--- config.mk ---
export PLATFORM = sky130hd
export DESIGN_NAME = axil_slave_regfile
export DESIGN_NICKNAME = d
export VERILOG_FILES = /design/src/rtl/axil_slv_pkg.sv /design/src/rtl/axil_slv_wr_ctrl.sv /design/src/rtl/axil_slave_regfile.sv
export SDC_FILE = /design/constraint.sdc
export NUM_CORES = 1
export LEC_CHECK = 0
export BUFFER_PORTS_ARGS = -buffer_cell sky130_fd_sc_hd__buf_2
export CAP_MARGIN = 20
export CORE_MARGIN = 2
export CORE_UTILIZATION = 44
export DETAILED_ROUTE_END_ITERATION = 10
export GPL_ROUTABILITY_DRIVEN = 0
export PLACE_DENSITY = 0.67
export SYNTH_ARGS = -nofsm -noshare
export SYNTH_HDL_FRONTEND = slang
export SYNTH_SLANG_ARGS = --single-unit
--- constraint.sdc ---
create_clock -name aclk -period 2.65 [get_ports aclk]
set_input_delay 0.1325 -clock aclk [delete_from_list [all_inputs] [get_ports aclk]]
set_output_delay 0.1325 -clock aclk [all_outputs]
set_load 0.005 [all_outputs]
--- src/rtl/axil_slv_pkg.sv ---
// Shared types and constants for the AXI4-Lite slave register file.
// Build option AXIL_SLV_DECERR_EN: out-of-range accesses answer DECERR instead of OKAY.
package axil_slv_pkg;

  localparam int AXIL_DATA_WIDTH = 32;
  localparam int STRB_WIDTH      = AXIL_DATA_WIDTH / 8;

  typedef enum logic [1:0] {
    OKAY   = 2'b00,
    SLVERR = 2'b10,
    DECERR = 2'b11
  } resp_t;

  typedef enum logic {W_IDLE, W_RESP} wr_state_t;
  typedef enum logic {R_IDLE, R_DATA} rd_state_t;

`ifdef AXIL_SLV_DECERR_EN
  localparam resp_t ERR_RESP = DECERR;
`else
  localparam resp_t ERR_RESP = OKAY;
`endif

  // An address hits the register window when every bit above the index field is zero.
  function automatic logic addr_hit(input logic [31:0] addr, input int idx_w);
    return (addr >> (idx_w + 2)) == 32'd0;
  endfunction

endpackage

--- src/rtl/axil_slv_wr_ctrl.sv ---
// AXI4-Lite write-side control: independent AW/W capture, commit strobe and B channel.
// Response code for out-of-range writes follows AXIL_SLV_DECERR_EN (see axil_slv_pkg).
module axil_slv_wr_ctrl
  import axil_slv_pkg::*;
#(
  parameter int ADDR_WIDTH = 12,
  parameter int NUM_REGS   = 16,
  localparam int IDX_W     = $clog2(NUM_REGS)
) (
  input  logic                       aclk,
  input  logic                       aresetn,
  input  logic [ADDR_WIDTH-1:0]      awaddr,
  input  logic                       awvalid,
  output logic                       awready,
  input  logic [AXIL_DATA_WIDTH-1:0] wdata,
  input  logic [STRB_WIDTH-1:0]      wstrb,
  input  logic                       wvalid,
  output logic                       wready,
  output logic [1:0]                 bresp,
  output logic                       bvalid,
  input  logic                       bready,
  output logic                       wr_en,
  output logic [IDX_W-1:0]           wr_idx,
  output logic [AXIL_DATA_WIDTH-1:0] wr_data,
  output logic [STRB_WIDTH-1:0]      wr_strb
);

  wr_state_t state, state_n;

  logic                       aw_held, w_held;
  logic [ADDR_WIDTH-1:0]      addr_q;
  logic [AXIL_DATA_WIDTH-1:0] data_q;
  logic [STRB_WIDTH-1:0]      strb_q;

  logic                       aw_hs, w_hs, have_aw, have_w, commit, hit;
  logic [ADDR_WIDTH-1:0]      cur_addr;

  always_ff @(posedge aclk or negedge aresetn) begin
    if (!aresetn) state <= W_IDLE;
    else          state <= state_n;
  end

  always_comb begin
    state_n = state;
    case (state)
      W_IDLE:  if (commit) state_n = W_RESP;
      W_RESP:  if (bready) state_n = W_IDLE;
      default: state_n = W_IDLE;
    endcase
  end

  // The commit uses whichever of AW/W is arriving this cycle or was captured earlier.
  always_comb begin
    aw_hs    = awvalid && awready;
    w_hs     = wvalid && wready;
    have_aw  = aw_held || aw_hs;
    have_w   = w_held || w_hs;
    commit   = (state == W_IDLE) && have_aw && have_w;
    cur_addr = aw_held ? addr_q : awaddr;
    wr_data  = w_held ? data_q : wdata;
    wr_strb  = w_held ? strb_q : wstrb;
    hit      = addr_hit(32'(cur_addr), IDX_W);
    wr_en    = commit && hit;
    wr_idx   = cur_addr[IDX_W+1:2];
    bvalid   = (state == W_RESP);
  end

  always_ff @(posedge aclk or negedge aresetn) begin
    if (!aresetn) begin
      aw_held <= 1'b0;
      w_held  <= 1'b0;
      addr_q  <= '0;
      data_q  <= '0;
      strb_q  <= '0;
      awready <= 1'b0;
      wready  <= 1'b0;
      bresp   <= OKAY;
    end else begin
      case (state)
        W_IDLE: begin
          if (commit) begin
            aw_held <= 1'b1;
            w_held  <= 1'b1;
            awready <= 1'b0;
            wready  <= 1'b0;
            bresp   <= hit ? OKAY : ERR_RESP;
          end else begin
            if (aw_hs) begin
              aw_held <= 1'b1;
              addr_q  <= awaddr;
            end
            if (w_hs) begin
              w_held <= 1'b1;
              data_q <= wdata;
              strb_q <= wstrb;
            end
            awready <= !have_aw;
            wready  <= !have_w;
          end
        end
        W_RESP: begin
          if (bready) begin
            aw_held <= 1'b0;
            w_held  <= 1'b0;
            awready <= 1'b1;
            wready  <= 1'b1;
          end
        end
        default: ;
      endcase
    end
  end

endmodule

--- src/rtl/axil_slave_regfile.sv ---
// AXI4-Lite slave register file: NUM_REGS word registers with byte-strobed writes and a read channel.
// Build option AXIL_SLV_DECERR_EN: out-of-range accesses answer DECERR instead of OKAY.
module axil_slave_regfile
  import axil_slv_pkg::*;
#(
  parameter int ADDR_WIDTH = 12,
  parameter int DATA_WIDTH = 32,
  parameter int NUM_REGS   = 16
) (
  input  logic                           aclk,
  input  logic                           aresetn,
  input  logic [ADDR_WIDTH-1:0]          s_axil_awaddr,
  input  logic                           s_axil_awvalid,
  output logic                           s_axil_awready,
  input  logic [DATA_WIDTH-1:0]          s_axil_wdata,
  input  logic [DATA_WIDTH/8-1:0]        s_axil_wstrb,
  input  logic                           s_axil_wvalid,
  output logic                           s_axil_wready,
  output logic [1:0]                     s_axil_bresp,
  output logic                           s_axil_bvalid,
  input  logic                           s_axil_bready,
  input  logic [ADDR_WIDTH-1:0]          s_axil_araddr,
  input  logic                           s_axil_arvalid,
  output logic                           s_axil_arready,
  output logic [DATA_WIDTH-1:0]          s_axil_rdata,
  output logic [1:0]                     s_axil_rresp,
  output logic                           s_axil_rvalid,
  input  logic                           s_axil_rready,
  output logic [NUM_REGS*DATA_WIDTH-1:0] reg_q,
  output logic [NUM_REGS-1:0]            reg_wr_stb
);

  localparam int IDX_W = $clog2(NUM_REGS);

  logic [DATA_WIDTH-1:0]      regs [NUM_REGS];

  logic                       wr_en;
  logic [IDX_W-1:0]           wr_idx;
  logic [AXIL_DATA_WIDTH-1:0] wr_data;
  logic [STRB_WIDTH-1:0]      wr_strb;

  rd_state_t                  rd_state, rd_state_n;
  logic                       ar_hs, rd_hit;
  logic [IDX_W-1:0]           rd_idx;

  axil_slv_wr_ctrl #(
    .ADDR_WIDTH (ADDR_WIDTH),
    .NUM_REGS   (NUM_REGS)
  ) u_wr_ctrl (
    .aclk    (aclk),
    .aresetn (aresetn),
    .awaddr  (s_axil_awaddr),
    .awvalid (s_axil_awvalid),
    .awready (s_axil_awready),
    .wdata   (s_axil_wdata),
    .wstrb   (s_axil_wstrb),
    .wvalid  (s_axil_wvalid),
    .wready  (s_axil_wready),
    .bresp   (s_axil_bresp),
    .bvalid  (s_axil_bvalid),
    .bready  (s_axil_bready),
    .wr_en   (wr_en),
    .wr_idx  (wr_idx),
    .wr_data (wr_data),
    .wr_strb (wr_strb)
  );

  always_ff @(posedge aclk or negedge aresetn) begin
    if (!aresetn) begin
      for (int i = 0; i < NUM_REGS; i++) regs[i] <= '0;
      reg_wr_stb <= '0;
    end else begin
      reg_wr_stb <= '0;
      if (wr_en) begin
        reg_wr_stb[wr_idx] <= 1'b1;
        for (int b = 0; b < STRB_WIDTH; b++)
          if (wr_strb[b]) regs[wr_idx][b*8 +: 8] <= wr_data[b*8 +: 8];
      end
    end
  end

  for (genvar g = 0; g < NUM_REGS; g++) begin : g_reg_q
    assign reg_q[g*DATA_WIDTH +: DATA_WIDTH] = regs[g];
  end

  always_ff @(posedge aclk or negedge aresetn) begin
    if (!aresetn) rd_state <= R_IDLE;
    else          rd_state <= rd_state_n;
  end

  always_comb begin
    rd_state_n = rd_state;
    case (rd_state)
      R_IDLE:  if (ar_hs) rd_state_n = R_DATA;
      R_DATA:  if (s_axil_rready) rd_state_n = R_IDLE;
      default: rd_state_n = R_IDLE;
    endcase
  end

  always_comb begin
    ar_hs         = s_axil_arvalid && s_axil_arready;
    rd_hit        = addr_hit(32'(s_axil_araddr), IDX_W);
    rd_idx        = s_axil_araddr[IDX_W+1:2];
    s_axil_rvalid = (rd_state == R_DATA);
  end

  // Read data is sampled from the pre-edge array, so a same-cycle write is not visible yet.
  always_ff @(posedge aclk or negedge aresetn) begin
    if (!aresetn) begin
      s_axil_arready <= 1'b0;
      s_axil_rdata   <= '0;
      s_axil_rresp   <= OKAY;
    end else begin
      s_axil_arready <= (rd_state_n == R_IDLE);
      if (ar_hs) begin
        s_axil_rdata <= rd_hit ? regs[rd_idx] : '0;
        s_axil_rresp <= rd_hit ? OKAY : ERR_RESP;
      end
    end
  end

endmodule

## After elaboration in Yosys (flattened, before gate mapping)

Cells that the tools add are included.

- Shift operators: 0
- $add $sub $neg: 0
- Equal/unequal tests: 3
- $mul: 0
- Bitwise operators: 6
- Div/mod/pow operators: 0
- Magnitude comparators: 5
- Muxes and demuxes: 47
- Reductions and logical operators: 18

Operators by type and width:

| cell | number |
|---|---|
| 2-to-1 mux 512 bit | 7 |
| bitwise mux 512 bit | 4 |
| demux 32 bit (select 4 bit) | 4 |
| 2-to-1 mux 32 bit | 5 |
| binary-select mux 32 bit (select 4 bit) | 1 |
| logical NOT 32 bit | 2 |
| 2-to-1 mux 16 bit | 2 |
| 2-to-1 mux 24 bit | 1 |
| 2-to-1 mux 1 bit | 13 |
| 2-to-1 mux 12 bit | 1 |
| one-hot mux 1 bit (2 select lines) | 6 |
| >= comparator 5 bit, second input constant | 2 |
| inverter 4 -> 5 bit | 2 |
| logical AND 1 bit | 8 |
| 2-to-1 mux 8 bit | 1 |
| != test 3 x 1 -> 1 bit, second input constant | 2 |
| AND reduction 3 bit | 2 |
| less-than comparator 4 x 5 -> 1 bit, second input constant | 1 |
| less-than comparator 5 x 1 -> 1 bit, second input constant | 1 |
| demux 1 bit (select 4 bit) | 1 |
| >= comparator 4 x 1 -> 1 bit, second input constant | 1 |
| 2-to-1 mux 4 bit | 1 |
| inverter 1 bit | 4 |
| AND reduction 2 bit | 2 |
| 3 further kinds | 5 |

- Register bits: 615
- Latch bits: 0
- Bits in read-only memories: 0
- Memories: 0
- Output and inout port bits: 569
- Word-level logic and storage cells: 107
- Bits in writable memories: 0
- Bits of input ports: 67

## Logic depth before layout (Yosys ltp)

Gate-level depths: netlist of the first run.

- Depth after elaboration: 17
- Gate-level depth with buffers: 9
- Mapped depth without buffers: 5

## By module

Synthesis of the first run repeated with hierarchy kept, for this count alone.

- Cell total of the unflattened synthesis: 1,689
- Area total of the unflattened synthesis: 27,102.2 µm²

Modules (own cells, without submodules):

| module | seq. area each (µm²) | cells an instance | times used | area each (µm²) |
|---|---|---|---|---|
| axil_slave_regfile | 14,063.5 | 1,519 | 1 | 24,482.2 |
| axil_slv_wr_ctrl | 1,276.2 | 170 | 1 | 2,620.0 |

## Worst setup path before layout of the first run

OpenSTA, ideal clock, no wires.

- Path type: register -> register
- Start: register u_wr_ctrl.addr_q[8]
- End: register regs, in the netlist reg_q[320]
- Path slack: 0.286 ns
- Period minus slack after synthesis: 2.364 ns
- Path buffers: 2
- Arrival: 2.239 ns
- Data required time: 2.525 ns
- Setup time: 0.125 ns
- Cell stages (with the launch flop): 8
- Cell sequence: dfrtp_1 -> or4_1 -> nor4b_1 -> o21ai_1 -> buf_6 -> buf_6 -> nor3_4 -> mux2_2

- Word-level cells in the longest chain between the ends: 3

RTL lines:

| what | RTL line | source |
|---|---|---|
| start: declaration | axil_slv_wr_ctrl.sv:31 | `logic [ADDR_WIDTH-1:0] addr_q;` |
| start signal: assignment | axil_slv_wr_ctrl.sv:90 | `addr_q <= awaddr;` |
| 2-to-1 mux 12 bit | axil_slv_wr_ctrl.sv:59 | `cur_addr = aw_held ? addr_q : awaddr;` |
| logical NOT 32 bit | axil_slv_pkg.sv:25 | `return (addr >> (idx_w + 2)) == 32'd0;` |
| logical AND 1 bit | axil_slv_wr_ctrl.sv:63 | `wr_en = commit && hit;` |
| end signal: indexed assignment | axil_slave_regfile.sv:77 | `if (wr_strb[b]) regs[wr_idx][b*8 +: 8] <= wr_data[b*8 +: 8];` |
| end: declaration | axil_slave_regfile.sv:35 | `logic [DATA_WIDTH-1:0] regs [NUM_REGS];` |

Every way passes these cells.
A chain may end at the register's enable or synchronous reset.

## Final worst setup path of the first run

- Start: register u_wr_ctrl.addr_q[8]
- End: register regs, in the netlist reg_q[502]

Same word-level chain as after synthesis.

==> results of run 1 <==
[path summary, 6_finish.rpt]
path / startpoint / to / slack [ps] / cells past startpoint
setup / recovery: u_wr_ctrl.addr_q[8] / reg_q[502] / 30 / 8
hold / removal: s_axil_araddr[2] / s_axil_rdata[22] / 110 / 3
setup reg to reg: u_wr_ctrl.addr_q[8] / reg_q[502] / 30 / 8
hold reg to reg: u_wr_ctrl.data_q[18] / u_wr_ctrl.data_q[18] / 500 / 1
max in group asynchronous: aresetn / u_wr_ctrl.addr_q[6] / 1530 / 4
min in group asynchronous: aresetn / reg_q[203] / 130 / 2
[metal layers]
layer  up-vias  GRT usage (%)  part of all wire [%]
li1       8173              -                     -
met2       831          47.10                    49
met1     10410          37.91                    40
met5         -              0                 0.014
met3       240          6.031                   6.7
met4         2          11.97                   4.4
[area by class of cell]
| class | count | area share, % |
|---|---|---|
| diodes | 1 | 0.006765 |
| inverters | 3 | 0.03044 |
| flip-flops and latches | 613 | 41.48 |
| multi-input cells | 1016 | 33.23 |
| repair buffers | 837 | 16.03 |
| well taps | 846 | 2.862 |
| clock inverters | 28 | 1.282 |
| clock buffers | 92 | 5.087 |
[timing repair]
action | 4_1_cts | 5_1_grt
hold endpoints to repair | 124 | 0
gates resized for setup | 3 | 49
setup endpoints to repair | 44 | 228
hold buffers | 52 | 0
[worst register-to-register path, cell delays in order (launching register included)]
cell	delay, ps
dfrtp_1	380
or4_4	540
nor4b_4	220
buf_4	150
o21ai_4	80
buf_12	230
nor3_4	350
buf_12	190
mux2_2	350
[cells in the mapped netlist, types with 2 or more instances]
| cell type | number |
|---|---|
| nor3_1 | 6 |
| mux2_2 | 594 |
| or4_1 | 3 |
| nand2b_1 | 5 |
| mux4_2 | 128 |
| buf_2 | 11 |
| o21ai_0 | 2 |
| clkbuf_1 | 60 |
| inv_1 | 3 |
| nor2b_1 | 2 |
| mux2i_1 | 36 |
| or2_2 | 6 |
| dfrtp_1 | 613 |
| a32oi_1 | 2 |
| buf_1 | 32 |
| nor3_2 | 2 |
| buf_6 | 7 |
| nand2_1 | 57 |
| o211ai_1 | 32 |
| a22oi_1 | 32 |
| nor3_4 | 60 |
| nor4_1 | 2 |
| nor2_1 | 21 |
| a21oi_1 | 4 |
| or3_1 | 3 |
| and3b_1 | 2 |
| buf_4 | 5 |
| o32a_1 | 2 |
[sequential cells by signal, indices dropped and copies added (netlist names)]
register           count
u_wr_ctrl.strb_q       4
u_wr_ctrl.bvalid       1
s_axil_rvalid          1
u_wr_ctrl.w_held       1
s_axil_rdata          32
u_wr_ctrl.aw_held      1
s_axil_arready         1
reg_wr_stb            16
u_wr_ctrl.wready       1
u_wr_ctrl.data_q      32
reg_q                512
u_wr_ctrl.awready      1
u_wr_ctrl.addr_q      10
[per-stage QoR]
step                setup TNS [ps]  hold WS, ps
floorplan                        0       -163.1
CTS                              0        75.28
detailed placement          -60.07        203.8
global route                 -1159        114.2
finish                           0        110.4
global placement            -144.4        194.0
[power by group through the flow]
stage                     Clock [uW]  Combinational (uW)  Sequential, uW
after detailed placement           0                5390           10800
after floorplan                    0                3260           10600
after global placement             0                5260           10700
after global routing           10600                5910           10700
final                          10000                5520           10700
after CTS                      10200                5500           10600
[logic make-up after synthesis]
kind of cell           synth area share (%)
AO/OA/AOI/OAI                         2.250
buffers and inverters                 1.891
flip-flops                            54.95
multiplexers                          35.58
other                               0.01343
AND/OR/NAND/NOR                       5.324
==> results.yml, run 1 <==
cells_and_area:
  final_cell_area_mm2: 0.03699
  fill_cells: 4936
  final_nets: 2605
  fin_cells: 3436
  regArea_mm2: 0.01534
  drive_above_1_share_pct: 65.43
  finish.utilization_pct: 58.86
  area_growth_syn_to_layout_pct: 32.50
  multi_input_area_mm2: 0.01229
  layout_commonest_cell: "buf_2"
  mostFrequentLayoutCells: "buf_2, dfrtp_1, mux2_2"
power:
  power_leakage_uw: 0.01943
  power.internal_uw: 18090
  pwr_density_cell_mw_per_mm2: 708.3
  p_sw_share_pct: 30.98
  p_clk_share_pct: 38.3
  seq_power_share_pct: 40.7
  p_switching_uw: 8117
  vdd_drop_max_mv: 0.5222
  pwr-share-comb_pct: 21.1
  power_uw: 26200
yosys:
  yosys_most_used_dff: "dfrtp_1"
  ys_seq_area_share_pct: 54.95
  syn_area_per_cell_um2: 16.01
  synthArstFlopShare_pct: 100.0
  synth.distinct_cells: 40
  syn_inst: 1744
  synth_area_mm2: 0.02792
  yosys.area.top_type_share_pct: 54.95
  synthTopCellsByArea: "dfrtp_1, mux2_2, mux4_2, nor3_4, mux2i_1"
  synth_seq_cells: 613
  synth-edff-count: 0
  yosysWarnings: 0
  synth_top_area_cell: "dfrtp_1"
floorplan:
  start_util_pct: 44.42
  die-area_mm2: 0.06548
  chipHeight_um: 255.9
  fp-row-count: 92
  die_x_um: 255.9
  core_region_area_mm2: 0.06285
  num_io_pins: 636
worst_setup_path:
  crit_type: "register to register"
  cpMostUsedCell: "buf_12"
  crit_buf_inv: 3
  startpoint_type: "register"
  crit_family: "simple AND/OR/NAND/NOR gates"
  critPathArrivalTime_ps: 3100
  cp-end-kind: "register"
  slowest_delay_ps: 540
  crit_chain: "or4_4 -> nor4b_4 -> buf_4 -> o21ai_4 -> buf_12 -> nor3_4 -> buf_12 -> mux2_2"
  cp_slowest_cell: "or4_4"
  worstPathRequired_ps: 3130
  path_max_fanout: 36
cts:
  cts_buffers: 67
  htreeDepth: 3
  cts_setup_buffers: 0
  clk_latency_ps: 620
  clockBufferDepth: 3
  cts_tree: "yes"
  clock-root-buffer: "clkbuf_16"
  clkSinkCount: 613
  clk_pin_slew_worst_paths_ps: 60
placement:
  dpl_worst_slack_ps: -18.81
  post_dp_cell_area_mm2: 0.03391
  port_buffers: 627
  dp.cells: 3263
  dp_hpwl_um: 66700
sta:
  period_share_pct: 98.83
  setup_viol: 0
  fin_crit_ps: 2619
  finClkSkew_ps: 21.39
  max_freq_mhz: 381.8
  worst_slack_ps: 30.89
  tightest_slew_ps: 850.9
  final_max_slew_viol_count: 0
  slew_headroom_pct: 43.20
  rsz0062_at_grt: "yes"
  finalHoldViolations: 0
detailed_routing:
  drtPass1Iterations: 5
  first_iter_violations: 1439
  drc: 0
  drt-total-wl_um: 95830
  wl_per_cell_um: 27.89
  num_vias: 19650
  final_antenna_net_count: 0
  drt-vias-per-instance: 5.720
worst_hold_path:
  hp-class: "primary input to register"
global_routing:
  antenna_found_initial: 2
  grt-ovfl-total: 0
  grt_pass1_wl_um: 141000
  grt_pass1_vias: 20470
  grt_max_degree: 82
  grt_usage_pct: 28.92
status:
  outcome: "finished clean"
flow_run:
  cap_violations: 0
(Power assumes the default switching activity.)
==> inputs of run 2 (changes only) <==
clock period = 3.2 ns   (was 2.65 ns; I/O delays follow)
==> results.yml, run 2 (synthesized netlist as in run 1, its figures left out) <==
cts:
  clock-root-buffer: "clkbuf_16"
  clkSinkCount: 613
  cts_tree: "yes"
  clockBufferDepth: 3
  htreeDepth: 3
  clk_latency_ps: 600
  clk_pin_slew_worst_paths_ps: 60
  cts_buffers: 68
sta:
  final_max_slew_viol_count: 0
  rsz0062_at_grt: "no"
  fin_tns_setup_ps: 0
  tightest_slew_ps: 868.2
  finalHoldViolations: 0
  period_share_pct: 91.88
  finClkSkew_ps: 24.08
  fin_crit_ps: 2940
  setup_viol: 0
  max_freq_mhz: 340.1
  fin_worst_hold_slack_ps: 185.1
  slew_headroom_pct: 42.12
power:
  vdd_drop_max_mv: 0.4028
  power_leakage_uw: 0.01890
  pwr_density_cell_mw_per_mm2: 591.2
worst_setup_path:
  path_max_fanout: 38
  crit_chain: "a21oi_1 -> nor3_1 -> o21ai_4 -> buf_12 -> or3_1 -> mux2_2"
  cp_slowest_cell: "dfrtp_1"
  worst-r2r-setup-slack_ps: 260
  startpoint_type: "register"
  slowest_delay_ps: 710
  critPathArrivalTime_ps: 3410
  r2r_cells: 6
  crit_type: "register to register"
  cp-end-kind: "register"
  worstReg2RegStart: "u_wr_ctrl.aw_held"
  timing.rr.end: "reg_q[45]"
  worstPathRequired_ps: 3670
cells_and_area:
  final_nets: 2555
  largest_reg_flops: 512
  fill_cells: 5068
  mostFrequentLayoutCells: "buf_2, dfrtp_1, mux2_2"
  area_growth_syn_to_layout_pct: 27.37
  layout_commonest_cell: "buf_2"
  drive_above_1_share_pct: 64.80
floorplan:
  chipHeight_um: 255.9
  core_region_area_mm2: 0.06285
  num_io_pins: 636
  die-area_mm2: 0.06548
  fp-row-count: 92
  die_x_um: 255.9
  start_util_pct: 44.42
detailed_routing:
  first_iter_violations: 1448
  wl_per_cell_um: 27.89
  final_antenna_net_count: 0
  drtPass1Iterations: 5
  drt-vias-per-instance: 5.735
  drc: 0
  drt-total-wl_um: 94480
  num_vias: 19430
flow_run:
  cap_violations: 0
placement:
  dp_hpwl_um: 64540
  port_buffers: 627
global_routing:
  grt_usage_pct: 28.69
  grt_max_degree: 88
  grt_pass1_wl_um: 139900
  antenna_found_initial: 2
  grt_pass1_vias: 20420
  grt-ovfl-total: 0
worst_hold_path:
  hp-class: "primary input to asynchronous set/reset pin"
status:
  outcome: "finished clean"
run 2: cell types whose count changed in the layout (fill, tap and decap cells not counted), moves of 7 or more:
| cell | before | now |
|---|---|---|
| mux2_4 | 39 | 0 |
| buf_6 | 11 | 2 |
| buf_12 | 82 | 23 |
| bufinv_16 | 10 | 3 |
| buf_4 | 68 | 85 |
| mux2_2 | 555 | 594 |
| clkbuf_8 | 9 | 16 |
run 2: metal layers:
layer | wire length (um) | up-vias | share of wire [%] | GRT usage, %
met5 | 13 | - | 0.014 | 0
met4 | 3684 | 2 | 3.9 | 11.50
met3 | 6056 | 185 | 6.4 | 5.942
met2 | 46160 | 783 | 49 | 46.83
met1 | 38560 | 10370 | 41 | 37.68
li1 | - | 8083 | - | -
run 2: cell type report:
class / count / area, um2 / share of cell area [%]
clock buffers: 97 / 1992 / 5.602
diodes: 1 / 2.502 / 0.007038
clock inverters: 25 / 256.5 / 0.7213
well taps: 846 / 1059 / 2.977
flip-flops and latches: 613 / 15340 / 43.15
repair buffers: 786 / 4775 / 13.43
inverters: 3 / 11.26 / 0.03167
multi-input cells: 1016 / 12120 / 34.08
run 2: repair_timing:
| action | 4_1_cts | 5_1_grt |
|---|---|---|
| gates resized for setup | 0 | 0 |
| hold buffers | 52 | 0 |
| endpoints found under the hold margin | 128 | 0 |
| buffers inserted | 0 | 0 |
run 2: worst max-delay path by stage:
stage	start	end	slack, ps	cells past startpoint
final	u_wr_ctrl.aw_held	reg_q[45]	260	6
after floorplan	u_wr_ctrl.addr_q[8]	reg_q[320]	840	7
after detailed placement	u_wr_ctrl.aw_held	reg_q[45]	280	6
after CTS	u_wr_ctrl.aw_held	reg_q[45]	290	6
after global routing	u_wr_ctrl.aw_held	reg_q[47]	110	6
after global placement	u_wr_ctrl.addr_q[8]	reg_q[45]	300	7
run 2: through the flow:
step / instances / util [%] / power (uW) / area (um2) / setup slack, ps
after floorplan: 1747 / - / 11490 / 27930 / 836.1
after global placement: 3212 / 52.17 / 13130 / 32790 / 303.9
after detailed placement: 3212 / 52.17 / 13290 / 32790 / 281.4
after CTS: 3386 / 56.57 / 21190 / 35560 / 289.8
after global routing: 3387 / 56.58 / 21910 / 35560 / 105.4
final: 3387 / 56.58 / 21020 / 35560 / 259.8
run 2: power breakdown:
part / total [uW] / leakage, uW / internal (uW) / switching, uW
Clock: 7800 / 0.00111 / 4600 / 3200
Combinational: 4390 / 0.00933 / 1540 / 2850
Sequential: 8820 / 0.00845 / 8350 / 476
run 2: critical path: cells and delay by family (launching register included):
| family | cells | cell delay (ps) |
|---|---|---|
| buffers and inverters | 1 | 230 |
| AOI/OAI and AO/OA | 2 | 380 |
| DFF | 1 | 710 |
| muxes | 1 | 350 |
| and+or+nand+nor | 2 | 1080 |
